`config.mk`:
```
export PLATFORM = sky130hd
export DESIGN_NAME = instruction_fetch
export DESIGN_NICKNAME = d
export VERILOG_FILES = /design/src/rtl/instruction_fetch_pkg.sv /design/src/rtl/ifetch_prefetch_buf.sv /design/src/rtl/instruction_fetch.sv
export SDC_FILE = /design/constraint.sdc
export NUM_CORES = 1
export LEC_CHECK = 0
export CAP_MARGIN = 20
export CORE_MARGIN = 1.5
export CORE_UTILIZATION = 44
export CTS_CLUSTER_DIAMETER = 60
export DETAILED_ROUTE_END_ITERATION = 10
export GPL_TIMING_DRIVEN = 0
export PLACE_DENSITY = 0.77
export RECOVER_POWER = 100
export REMOVE_ABC_BUFFERS = 1
export SETUP_SLACK_MARGIN = 0.1
export SLEW_MARGIN = 20
export SYNTH_ARGS = -nofsm -noshare
export SYNTH_HDL_FRONTEND = slang
export SYNTH_SLANG_ARGS = --single-unit
```
`constraint.sdc`:
```
create_clock -name clk -period 2.3 [get_ports clk]
set_input_delay 0.46 -clock clk [delete_from_list [all_inputs] [get_ports clk]]
set_output_delay 0.46 -clock clk [all_outputs]
set_load 0.02 [all_outputs]
```
`src/rtl/instruction_fetch_pkg.sv`:
```
// ----------------------------------------------------------------------------
// instruction_fetch_pkg
// Shared definitions for the tinycpu fetch stage: fetch FSM state encoding,
// instruction word width and default instruction-memory address width.
// Optional feature macro used by the fetch stage: IFETCH_PREFETCH_EN.
// ----------------------------------------------------------------------------
package instruction_fetch_pkg;

   localparam int unsigned INSTR_W       = 32;
   localparam int unsigned IF_ADDR_W_DEF = 10;

   typedef enum logic [1:0] {
      FETCH_REQ    = 2'd0,
      FETCH_WAIT   = 2'd1,
      OFFER        = 2'd2,
      WAIT_RELEASE = 2'd3
   } fetch_state_t;

endpackage

```
`src/rtl/ifetch_prefetch_buf.sv`:
```
// ----------------------------------------------------------------------------
// ifetch_prefetch_buf
// One-entry prefetch buffer (instruction word + its word address) for the
// fetch stage. Used only when IFETCH_PREFETCH_EN is defined.
// Ports:
//   clk, reset            clock, synchronous active-high reset
//   i_issue, i_addr       prefetch request launched to memory at i_addr
//   i_ack, i_word         memory completion and returned word
//   i_flush               redirect: empty buffer, poison any in-flight access
//   i_take                buffer contents consumed by the fetch stage
//   i_handoff             in-flight access taken over by the demand fetch
//   o_valid, o_word       buffer holds o_word for address o_addr
//   o_addr                address of buffered / in-flight prefetch
//   o_busy, o_discard     prefetch in flight; its result will be dropped
// ----------------------------------------------------------------------------
module ifetch_prefetch_buf
   import instruction_fetch_pkg::*;
#(
   parameter int unsigned ADDR_W = IF_ADDR_W_DEF
) (
   input  logic               clk,
   input  logic               reset,
   input  logic               i_issue,
   input  logic [ADDR_W-1:0]  i_addr,
   input  logic               i_ack,
   input  logic [INSTR_W-1:0] i_word,
   input  logic               i_flush,
   input  logic               i_take,
   input  logic               i_handoff,
   output logic               o_valid,
   output logic [INSTR_W-1:0] o_word,
   output logic [ADDR_W-1:0]  o_addr,
   output logic               o_busy,
   output logic               o_discard
);

   logic               r_valid;
   logic               r_busy;
   logic               r_discard;
   logic [INSTR_W-1:0] r_word;
   logic [ADDR_W-1:0]  r_addr;
   logic               w_fill;

   // a completing access is kept only if no redirect hit it, before or now
   assign w_fill = r_busy & i_ack & ~r_discard & ~i_flush;

   // in-flight tracking and buffer storage
   always_ff @(posedge clk) begin
      if (reset) begin
         r_valid   <= 1'b0;
         r_busy    <= 1'b0;
         r_discard <= 1'b0;
         r_word    <= '0;
         r_addr    <= '0;
      end else begin
         if (i_issue) begin
            r_busy    <= 1'b1;
            r_discard <= 1'b0;
            r_addr    <= i_addr;
         end else if (r_busy && (i_ack || i_handoff)) begin
            r_busy    <= 1'b0;
            r_discard <= 1'b0;
         end else if (r_busy && i_flush) begin
            r_discard <= 1'b1;
         end

         // take has priority so a word forwarded straight from memory is not kept
         if (i_flush || i_take) begin
            r_valid <= 1'b0;
         end else if (w_fill) begin
            r_valid <= 1'b1;
            r_word  <= i_word;
         end
      end
   end

   assign o_valid   = r_valid;
   assign o_word    = r_word;
   assign o_addr    = r_addr;
   assign o_busy    = r_busy;
   assign o_discard = r_discard;

endmodule

```
`src/rtl/instruction_fetch.sv`:
```
// ----------------------------------------------------------------------------
// instruction_fetch
// Front stage of the tinycpu pipeline. Holds the PC, fetches instruction
// words over an enable/ack memory port and offers them to the decoder over a
// DOR/ack four-phase handshake. Redirects from later stages are held pending
// and applied at the next fetch; fetches made obsolete by them are dropped.
// Optional feature: IFETCH_PREFETCH_EN adds a one-word prefetch of pc+1 while
// the decoder handshake is in progress.
// Ports:
//   clk, reset                     clock, synchronous active-high reset
//   mem_addr, mem_en               fetch word address and request
//   mem_do, mem_ack                returned word and one-cycle completion
//   DOR, data_out, pc_out          word offered to decoder and its address
//   ack_from_next                  decoder acknowledge (level)
//   redirect_valid, redirect_pc    one-cycle redirect pulse and target
// ----------------------------------------------------------------------------
module instruction_fetch
   import instruction_fetch_pkg::*;
#(
   parameter int unsigned        ADDR_W   = IF_ADDR_W_DEF,
   parameter logic [ADDR_W-1:0]  RESET_PC = '0
) (
   input  logic               clk,
   input  logic               reset,
   output logic [ADDR_W-1:0]  mem_addr,
   output logic               mem_en,
   input  logic [INSTR_W-1:0] mem_do,
   input  logic               mem_ack,
   output logic               DOR,
   output logic [INSTR_W-1:0] data_out,
   output logic [ADDR_W-1:0]  pc_out,
   input  logic               ack_from_next,
   input  logic               redirect_valid,
   input  logic [ADDR_W-1:0]  redirect_pc
);

   fetch_state_t       r_state, w_state_nxt;
   logic [ADDR_W-1:0]  r_pc, w_pc_nxt;
   logic [ADDR_W-1:0]  r_mem_addr, w_mem_addr_nxt;
   logic               r_mem_en, w_mem_en_nxt;
   logic               r_dor, w_dor_nxt;
   logic [INSTR_W-1:0] r_data_out, w_data_nxt;
   logic [ADDR_W-1:0]  r_pc_out, w_pc_out_nxt;
   logic               r_pend, w_pend_nxt;
   logic [ADDR_W-1:0]  r_redir_pc, w_redir_pc_nxt;
   logic [ADDR_W-1:0]  w_fetch_addr;

   assign w_fetch_addr = r_pend ? r_redir_pc : r_pc;

`ifdef IFETCH_PREFETCH_EN
   logic               w_pf_issue;
   logic               w_pf_take;
   logic               w_pf_handoff;
   logic               w_pf_kept;
   logic [ADDR_W-1:0]  w_pf_addr;
   logic               w_buf_valid;
   logic [INSTR_W-1:0] w_buf_word;
   logic [ADDR_W-1:0]  w_buf_addr;
   logic               w_pf_busy;
   logic               w_pf_discard;

   assign w_pf_addr = r_pc_out + ADDR_W'(1);
   // in-flight prefetch completing this cycle with a word worth keeping
   assign w_pf_kept = w_pf_busy & mem_ack & ~w_pf_discard & ~redirect_valid;

   ifetch_prefetch_buf #(
      .ADDR_W (ADDR_W)
   ) u_pf_buf (
      .clk       (clk),
      .reset     (reset),
      .i_issue   (w_pf_issue),
      .i_addr    (w_pf_addr),
      .i_ack     (mem_ack),
      .i_word    (mem_do),
      .i_flush   (redirect_valid),
      .i_take    (w_pf_take),
      .i_handoff (w_pf_handoff),
      .o_valid   (w_buf_valid),
      .o_word    (w_buf_word),
      .o_addr    (w_buf_addr),
      .o_busy    (w_pf_busy),
      .o_discard (w_pf_discard)
   );
`endif

   // state and registered outputs
   always_ff @(posedge clk) begin
      if (reset) begin
         r_state    <= FETCH_REQ;
         r_pc       <= RESET_PC;
         r_mem_addr <= '0;
         r_mem_en   <= 1'b0;
         r_dor      <= 1'b0;
         r_data_out <= '0;
         r_pc_out   <= '0;
         r_pend     <= 1'b0;
         r_redir_pc <= '0;
      end else begin
         r_state    <= w_state_nxt;
         r_pc       <= w_pc_nxt;
         r_mem_addr <= w_mem_addr_nxt;
         r_mem_en   <= w_mem_en_nxt;
         r_dor      <= w_dor_nxt;
         r_data_out <= w_data_nxt;
         r_pc_out   <= w_pc_out_nxt;
         r_pend     <= w_pend_nxt;
         r_redir_pc <= w_redir_pc_nxt;
      end
   end

   // next state and next register values
   always_comb begin
      w_state_nxt    = r_state;
      w_pc_nxt       = r_pc;
      w_mem_addr_nxt = r_mem_addr;
      w_mem_en_nxt   = r_mem_en;
      w_dor_nxt      = r_dor;
      w_data_nxt     = r_data_out;
      w_pc_out_nxt   = r_pc_out;
      w_pend_nxt     = r_pend;
      w_redir_pc_nxt = r_redir_pc;
`ifdef IFETCH_PREFETCH_EN
      w_pf_issue     = 1'b0;
      w_pf_take      = 1'b0;
      w_pf_handoff   = 1'b0;
`endif

      case (r_state)
         FETCH_REQ: begin
            w_mem_addr_nxt = w_fetch_addr;
            w_pc_nxt       = w_fetch_addr;
            w_pend_nxt     = 1'b0;
            w_mem_en_nxt   = 1'b1;
            w_state_nxt    = FETCH_WAIT;
         end
         FETCH_WAIT: begin
            if (mem_ack) begin
               w_mem_en_nxt = 1'b0;
               // a redirect seen before or with the ack makes this word stale
               if (r_pend || redirect_valid) begin
                  w_state_nxt = FETCH_REQ;
               end else begin
                  w_data_nxt   = mem_do;
                  w_pc_out_nxt = r_mem_addr;
                  w_dor_nxt    = 1'b1;
                  w_state_nxt  = OFFER;
               end
            end
         end
         OFFER: begin
            if (ack_from_next) begin
               w_dor_nxt   = 1'b0;
               w_pc_nxt    = r_pc + ADDR_W'(1);
               w_state_nxt = WAIT_RELEASE;
            end
         end
         WAIT_RELEASE: begin
            if (!ack_from_next) begin
`ifdef IFETCH_PREFETCH_EN
               if (w_buf_valid && !redirect_valid) begin
                  w_data_nxt   = w_buf_word;
                  w_pc_out_nxt = w_buf_addr;
                  w_dor_nxt    = 1'b1;
                  w_pf_take    = 1'b1;
                  w_state_nxt  = OFFER;
               end else if (w_pf_kept) begin
                  // prefetch lands exactly now: forward it without buffering
                  w_data_nxt   = mem_do;
                  w_pc_out_nxt = w_buf_addr;
                  w_dor_nxt    = 1'b1;
                  w_pf_take    = 1'b1;
                  w_state_nxt  = OFFER;
               end else if (w_pf_busy && !mem_ack) begin
                  // memory still busy with pc: let FETCH_WAIT collect it
                  w_pf_handoff = 1'b1;
                  w_state_nxt  = FETCH_WAIT;
               end else begin
                  w_state_nxt  = FETCH_REQ;
               end
`else
               w_state_nxt = FETCH_REQ;
`endif
            end
         end
         default: w_state_nxt = FETCH_REQ;
      endcase

`ifdef IFETCH_PREFETCH_EN
      // prefetch of the word after the one on offer
      if (w_pf_busy && mem_ack) begin
         w_mem_en_nxt = 1'b0;
      end
      if ((r_state == OFFER || (r_state == WAIT_RELEASE && ack_from_next)) &&
          !w_buf_valid && !w_pf_busy && !r_pend && !redirect_valid) begin
         w_pf_issue     = 1'b1;
         w_mem_en_nxt   = 1'b1;
         w_mem_addr_nxt = w_pf_addr;
      end
`endif

      // latest redirect wins; applied at the next FETCH_REQ
      if (redirect_valid) begin
         w_pend_nxt     = 1'b1;
         w_redir_pc_nxt = redirect_pc;
      end
   end

   assign mem_addr = r_mem_addr;
   assign mem_en   = r_mem_en;
   assign DOR      = r_dor;
   assign data_out = r_data_out;
   assign pc_out   = r_pc_out;

endmodule

```
## After elaboration in Yosys (flattened, before gate mapping)

Index checks and enable logic that the tools add are counted.

| storage, ports and cells | value |
|---|---|
| latch bits | 0 |
| memory bits (writable) | 0 |
| memories kept | 0 |
| word-level logic and storage cells | 45 |
| input bits | 47 |
| bits in read-only memories | 0 |
| bits in registers | 77 |
| output and inout bits | 54 |

| cells by class | value |
|---|---|
| bitwise gates (word level) | 1 |
| $mul | 0 |
| eq/ne operators | 7 |
| reductions and logical operators | 11 |
| mux-type cells | 16 |
| div/mod/pow operators | 0 |
| add/subtract/negate cells | 1 |
| order comparisons | 0 |
| shift operators | 0 |

Operator list:

| cell | count |
|---|---|
| $mux W10 | 2 |
| $pmux W10 S2 | 1 |
| $add A10 B1 Y10 const B | 1 |
| $mux W2 | 4 |
| $ne A2 B2 Y1 const B | 4 |
| $pmux W2 S4 | 1 |
| $reduce_bool A2 Y1 | 4 |
| $mux W1 | 6 |
| $reduce_and A3 Y1 | 2 |
| $eq A2 B2 Y1 const B | 2 |
| $pmux W1 S2 | 2 |
| $reduce_and A2 Y1 | 2 |
| $reduce_and A4 Y1 | 1 |
| $eq A2 B1 Y1 const B | 1 |
| $logic_not A2 Y1 | 1 |
| $logic_or A1 B1 Y1 | 1 |
| $not A1 Y1 | 1 |

## Depth between registers and ports, before layout

Gate-level depths: netlist of run 1.

| logic depth | value |
|---|---|
| depth after elaboration | 4 |
| gate-level depth with buffers | 6 |

## Worst setup path after synthesis of run 1

No wires, ideal clock.

| path | value |
|---|---|
| path kind | register to register |
| start | register r_pc[0] |
| end | register r_pc[8] |
| buffers on the path | 0 |
| data arrival time | 1.338 ns |
| path slack | 0.830 ns |
| cell stages (with the launch flop) | 6 |
| clock period less this slack | 1.470 ns |
| cells stage by stage | dfxtp_1 -> ha_1 -> nand2_1 -> or4_1 -> a21oi_1 -> nor3_1 |

| on the way | value |
|---|---|
| word-level cells in the longest chain between the ends | 3 |

RTL lines:

| element | RTL line | text |
|---|---|---|
| start: declaration | instruction_fetch.sv:38 | `logic [ADDR_W-1:0] r_pc, w_pc_nxt;` |
| start signal: assignment | instruction_fetch.sv:100 | `r_pc <= w_pc_nxt;` |
| $add A10 B1 Y10 | instruction_fetch.sv:153 | `w_pc_nxt = r_pc + ADDR_W'(1);` |
| $mux W10 | instruction_fetch.sv:151 | `if (ack_from_next) begin` |
| $pmux W10 S2 | instruction_fetch.sv:128 | `case (r_state)` |

No other way between the ends. The select of a mux whose other input is x is not followed.
A chain may end at the register's enable or synchronous reset.

## Worst setup path in the final report of run 1

| path | value |
|---|---|
| start | register r_pend |
| end | register r_data_out[12] (netlist: data_out[12]) |

| on the way | value |
|---|---|
| word-level cells in the longest chain between the ends | 3 |

RTL lines:

| element | RTL line | text |
|---|---|---|
| start: declaration | instruction_fetch.sv:44 | `logic r_pend, w_pend_nxt;` |
| start signal: assignment | instruction_fetch.sv:106 | `r_pend <= w_pend_nxt;` |
| $logic_or A1 B1 Y1 | instruction_fetch.sv:140 | `if (r_pend \|\| redirect_valid) begin` |
| $not A1 Y1 (no source line) | -- |  |
| $reduce_and A3 Y1 (no source line) | -- |  |
| end signal: assignment | instruction_fetch.sv:104 | `r_data_out <= w_data_nxt;` |
| end: declaration | instruction_fetch.sv:42 | `logic [INSTR_W-1:0] r_data_out, w_data_nxt;` |

No other way between the ends.

==> results of run 1 <==
what timing repair did:
item	CTS	global route
buffers inserted	0	1
cloned	0	0
endpoints found under the hold margin	0	0
gates resized for setup	1	1
hold buffers	0	0
pin swaps	1	1
setup endpoints to repair	43	21
sequential cells by signal (all words and copies together), names as in the netlist, named ones only:
register,cells
data_out,32
mem_addr,10
pc_out,10
r_pc,10
r_redir_pc,10
DOR,1
mem_en,1
r_pend,1
r_state,1
power by group through the flow:
stage | sequential, mW | clock, mW | combinational [mW]
global placement | 1.49 | 0 | 0.393
floorplan | 1.52 | 0 | 0.147
detailed placement | 1.49 | 0 | 0.408
global route | 1.47 | 1.34 | 0.435
finish | 1.46 | 1.25 | 0.394
CTS | 1.46 | 1.28 | 0.410
layer usage:
layer,vias up,GRT usage,share of wire
met2,91,0.3295,0.46
met4,0,0.05279,0.0039
li1,1440,-,-
met1,1264,0.2784,0.47
met5,-,0,0
met3,5,0.05524,0.069
how the worst max path moves through the flow:
| stage | to |
|---|---|
| global route | data_out[12] |
| floorplan | data_out[0] |
| global placement | data_out[23] |
| detailed placement | data_out[12] |
| finish | data_out[12] |
| CTS | data_out[12] |
cells in the final DEF, fill, tap and decap left out, types with 2 or more instances in the layout:
cell type         n
dlygate4sd3_1    55
inv_1             7
nand3_1           4
mux2_1            2
o21ai_0           6
a311oi_1          3
dfxtp_1          76
clkbuf_8          9
mux2i_1          18
nor2_1           34
a21oi_1          56
bufinv_16         3
nor3_1            5
nor4_1            2
clkdlybuf4s50_1  43
nand2_1          98
buf_8             3
o221a_2           2
o31ai_1           2
a211oi_1         10
clkinvlp_4        2
logic make-up after synthesis:
kind of cell	after synthesis
simple gates	154
compound gates	86
flops	77
fa+ha+maj	1
mux	21
buf+inv	31
critical path, cell delays in order, from the launching register on:
cell,delay (ns)
dfxtp_1,0.96
or3_2,0.53
buf_16,0.22
nand2_1,0.07
a21oi_1,0.16
cell type report:
class	instances	area [µm²]
clock buffer	9	123.9
multi-input combinational	262	1376
sequential	77	1543
clock inverter	7	122.6
fill	604	2391
tap	80	100.1
inverter	7	26.28
timing repair buffer	105	1074
==> results.yml, run 1 <==
outcome:
  status: "complete, no violations"
synthesis:
  yosysMostFrequentCell: "nand2_1"
  ys_types: 38
  synthTopCellsByArea: "dfxtp_1 (50%), nand2_1 (12%), a21oi_1 (9.2%), mux2i_1 (5.9%), nor2_1 (4.2%)"
  synth_commonest_cells: "nand2_1 (98), dfxtp_1 (77), a21oi_1 (56)"
  ys_async_sr_fraction: 0
  synth_xor_area_frac: 0
  synth-compound-area-share: 0.1650
  syn_inst: 370
  synth_seq_cells: 77
  synth_top_family_by_area: "simple AND/OR/NAND/NOR gates"
  muxShareOfSynthArea: 0.07002
  synthAdderAreaFrac: 0.004095
  yosys.area.top_type: "dfxtp_1"
  synth.cell_area_um2: 3055
  synthFlopType: "dfxtp_1"
  synth-edff-count: 0
  yosys.area_share.simple: 0.2088
  avgSynthCellArea_um2: 8.258
  yosys_warnings: 0
  yosysTopAreaCellShare: 0.5045
  yosysSeqAreaShare: 0.5045
cells_and_area:
  layoutNonFillerInstCount: 547
  antenna_cells: 0
  finalNetCount: 510
  finish.utilization: 0.6461
  syn2layout_area_growth_pct: 42.87
  fin_area_um2: 4365
  layout-drive-gt1-share: 0.06424
clock_tree:
  cts_buffer_depth: 2
  cts_buffers: 9
  path_clk_slew_ns: 0.08
  clock-root-buffer: "clkbuf_8"
  cts_tree: "done"
  clkSinkCount: 77
  worstSkewPairLatency_ns: 0.35
  htreeDepth: 3
floorplanning:
  initial_core_util: 0.4522
  rows: 30
  fp.dieW_um: 86.33
  io_pins: 101
  die_area_um2: 7453
  die_h_um: 86.33
  core_um2: 6756
worst_setup_path:
  start_kind: "register"
  required_ns: 2.57
  rrSetupSlack_ns: 0.29
  rr_startpoint: "r_pend"
  crit_path_max_fanout: 26
  crit_arrival_ns: 2.28
  ff2ff_path_depth: 4
  endpoint_kind: "register"
  crit_start: "r_pend"
  worstReg2RegEnd: "data_out[12]"
  crit_type: "register to register"
drt:
  drt-total-wl_um: 7483
  first_pass_iters: 4
  viasPerCell: 5.119
  vias: 2800
  drc_errors: 0
  post_drt_wl_per_cell_um: 13.68
  postRouteAntennaNets: 0
  drt-initial-drc-count: 140
global_route:
  antenna_found_initial: 0
  grt_first_pass_wirelength_um: 12220
  grt_max_degree: 76
  grt.overflow.total: 0
  track_usage: 0.2066
  grt_pass1_vias: 2556
timing:
  worstMarginPinSlew_ns: 0.9533
  rsz0062_at_grt: "false"
  period_minus_slack_ns: 2.013
  worst_slack_ns: 0.2867
  hold_violations: 0
  clock.fmax_mhz: 496.7
  holdWs_ns: 0.4526
  slew_violations: 0
  finalSetupTns_ns: 0
  relSlewSlack: 0.3636
  skew_ns: 0.005522
  finalSetupViolations: 0
  fin_crit_sh: 0.8753
power_and_ir_drop:
  clockPowerShare: 0.402
  power_switching_mw: 0.7749
  combPwrFrac: 0.127
  peakVddDrop_uv: 474.4
  p_total_mw: 3.095
  p_leak_nw: 1.731
  power.internal_mw: 2.321
  pwr-share-seq: 0.470
  p_sw_frac: 0.2503
  powerDensity_nw_per_um2: 709.1
place:
  port_buffers: 100
  placed_cells: 530
  dp_slack_ns: -0.5051
  post_dp_cell_area_um2: 4118
  post-dp-hpwl_um: 5066
  gp_congestion: 0.8836
hold_path:
  hold_depth: 2
  hold_end: "data_out[10]"
  holdCritStartpoint: "data_out[10]"
  hold_class: "register to register"
run:
  cap_violations: 0
Power figures use the tool's default switching activity.
==> run 2: changes to the inputs <==
- CTS_CLUSTER_DIAMETER: 60 -> 80
==> results of run 2 <==
The final DEF is identical to that of run 1; final timing and power are the same.
==> run 3: changes to the inputs <==
- CORE_ASPECT_RATIO: unset -> 1.5
==> results.yml, run 3 (synthesized netlist as in run 1, its figures left out) <==
floorplanning:
  core_um2: 6805
  die_area_um2: 7463
  io_pins: 101
  fp.dieW_um: 71.04
  die_h_um: 105.1
  initial_core_util: 0.4490
  rows: 37
place:
  placed_cells: 526
  gp_congestion: 0.8338
  post-dp-hpwl_um: 4852
  post_dp_cell_area_um2: 4073
  port_buffers: 100
  dp_slack_ns: -0.4615
timing:
  clock.fmax_mhz: 494.5
  hold_violations: 0
  relSlewSlack: 0.3803
  worstMarginPinSlew_ns: 0.9285
  slew_violations: 0
  rsz0062_at_grt: "false"
  finalSetupViolations: 0
  fin_crit_sh: 0.8792
  period_minus_slack_ns: 2.022
  worst_slack_ns: 0.2779
  finalSetupTns_ns: 0
  skew_ns: 0.007478
worst_setup_path:
  cpMaxStageDelayCell: "dfxtp_1"
  crit_type: "register to register"
  max_stage_delay_ns: 0.63
  crit_path_max_fanout: 12
  start_kind: "register"
  rr_startpoint: "r_state[0]"
  required_ns: 2.55
  endpoint_kind: "register"
  worstReg2RegEnd: "data_out[0]"
  worstPathCellList: "nand3b_1 > nor3_1 > clkbuf_1 > nand2_1 > a21oi_1"
  ff2ff_path_depth: 5
  crit_arrival_ns: 2.27
  rrSetupSlack_ns: 0.28
global_route:
  antenna_found_initial: 0
  grt_pass1_vias: 2735
  grt_max_degree: 76
  track_usage: 0.1998
  grt.overflow.total: 0
  grt_first_pass_wirelength_um: 12130
clock_tree:
  path_clk_slew_ns: 0.07
  clkSinkCount: 77
  clock-root-buffer: "clkbuf_8"
  cts_buffer_depth: 2
  htreeDepth: 3
  worstSkewPairLatency_ns: 0.33
  cts_tree: "done"
  cts_buffers: 9
  cts.hold.buffers_added: 0
outcome:
  status: "complete, no violations"
power_and_ir_drop:
  peakVddDrop_uv: 391.5
  powerDensity_nw_per_um2: 662.2
  p_leak_nw: 1.690
cells_and_area:
  finalNetCount: 508
  final_common_cell: "nand2_1"
  layoutNonFillerInstCount: 542
  syn2layout_area_growth_pct: 39.39
  largest_reg_flops: 32
  layout_common_cells: "nand2_1 (98), dfxtp_1 (77), a21oi_1 (56), dlygate4sd3_1 (55), clkdlybuf4s50_1 (43)"
  antenna_cells: 0
  layout-drive-gt1-share: 0.05388
  fin_area_um2: 4259
hold_path:
  holdCritStartpoint: "pc_out[3]"
  hold_class: "register to register"
  hold_end: "pc_out[3]"
  hold_depth: 2
drt:
  viasPerCell: 5.179
  drt-initial-drc-count: 182
  post_drt_wl_per_cell_um: 13.39
  drc_errors: 0
  postRouteAntennaNets: 0
  drt-total-wl_um: 7259
  vias: 2807
  first_pass_iters: 4
run:
  cap_violations: 0
[run 3: power by group]
| part | total [mW] | switching [mW] | internal (mW) |
|---|---|---|---|
| logic | 0.386 | 0.195 | 0.191 |
| clock network | 0.979 | 0.444 | 0.535 |
| registers | 1.45 | 0.0585 | 1.40 |
| total | 2.82 | 0.698 | 2.12 |
[run 3: cell type report]
class	instances	area (µm²)
fill	604	2546
multi-input combinational	262	1371
inverter	7	26.28
clock buffer	15	196.4
sequential	77	1541
tap	78	97.59
timing repair buffer	103	1026
[run 3: worst max-delay path, delay by kind of cell (launching register included)]
family                 cells  cell delay [ns]
AND/OR/NAND/NOR            3             0.66
flip-flops                 1             0.63
AO/OA/AOI/OAI              1             0.16
buffers and inverters      1             0.49
[run 3: stage by stage]
step / utilization / total power, mW / hold WS (ns)
after floorplan: - / 1.664 / 0.4456
after global placement: 0.5929 / 1.875 / 0.4407
after detailed placement: 0.5985 / 1.887 / 0.4458
after CTS: 0.6290 / 2.871 / 0.4557
after global routing: 0.6259 / 2.952 / 0.4689
final: 0.6259 / 2.821 / 0.4498
[run 3: timing repair]
action                                  4_1_cts  5_1_grt
buffers inserted                              1        0
endpoints found under the setup margin       43       11
gates resized for setup                       1        1
pin swaps                                     1        0
[run 3: how the worst max path moves through the flow]
| stage | startpoint | endpoint |
|---|---|---|
| finish | r_state[0] | data_out[0] |
| global route | r_state[0] | data_out[0] |
| detailed placement | redirect_valid | data_out[7] |
| global placement | redirect_valid | data_out[24] |
| CTS | redirect_valid | data_out[7] |
| floorplan | r_state[0] | data_out[0] |
[run 3: metal layers]
layer / GRT usage / wire, µm / up-vias
met5: 0 / 0 / -
met4: 0.08086 / 115 / 0
met3: 0.04436 / 334 / 10
met2: 0.3591 / 3782 / 71
met1: 0.2227 / 3027 / 1293
li1: - / - / 1433
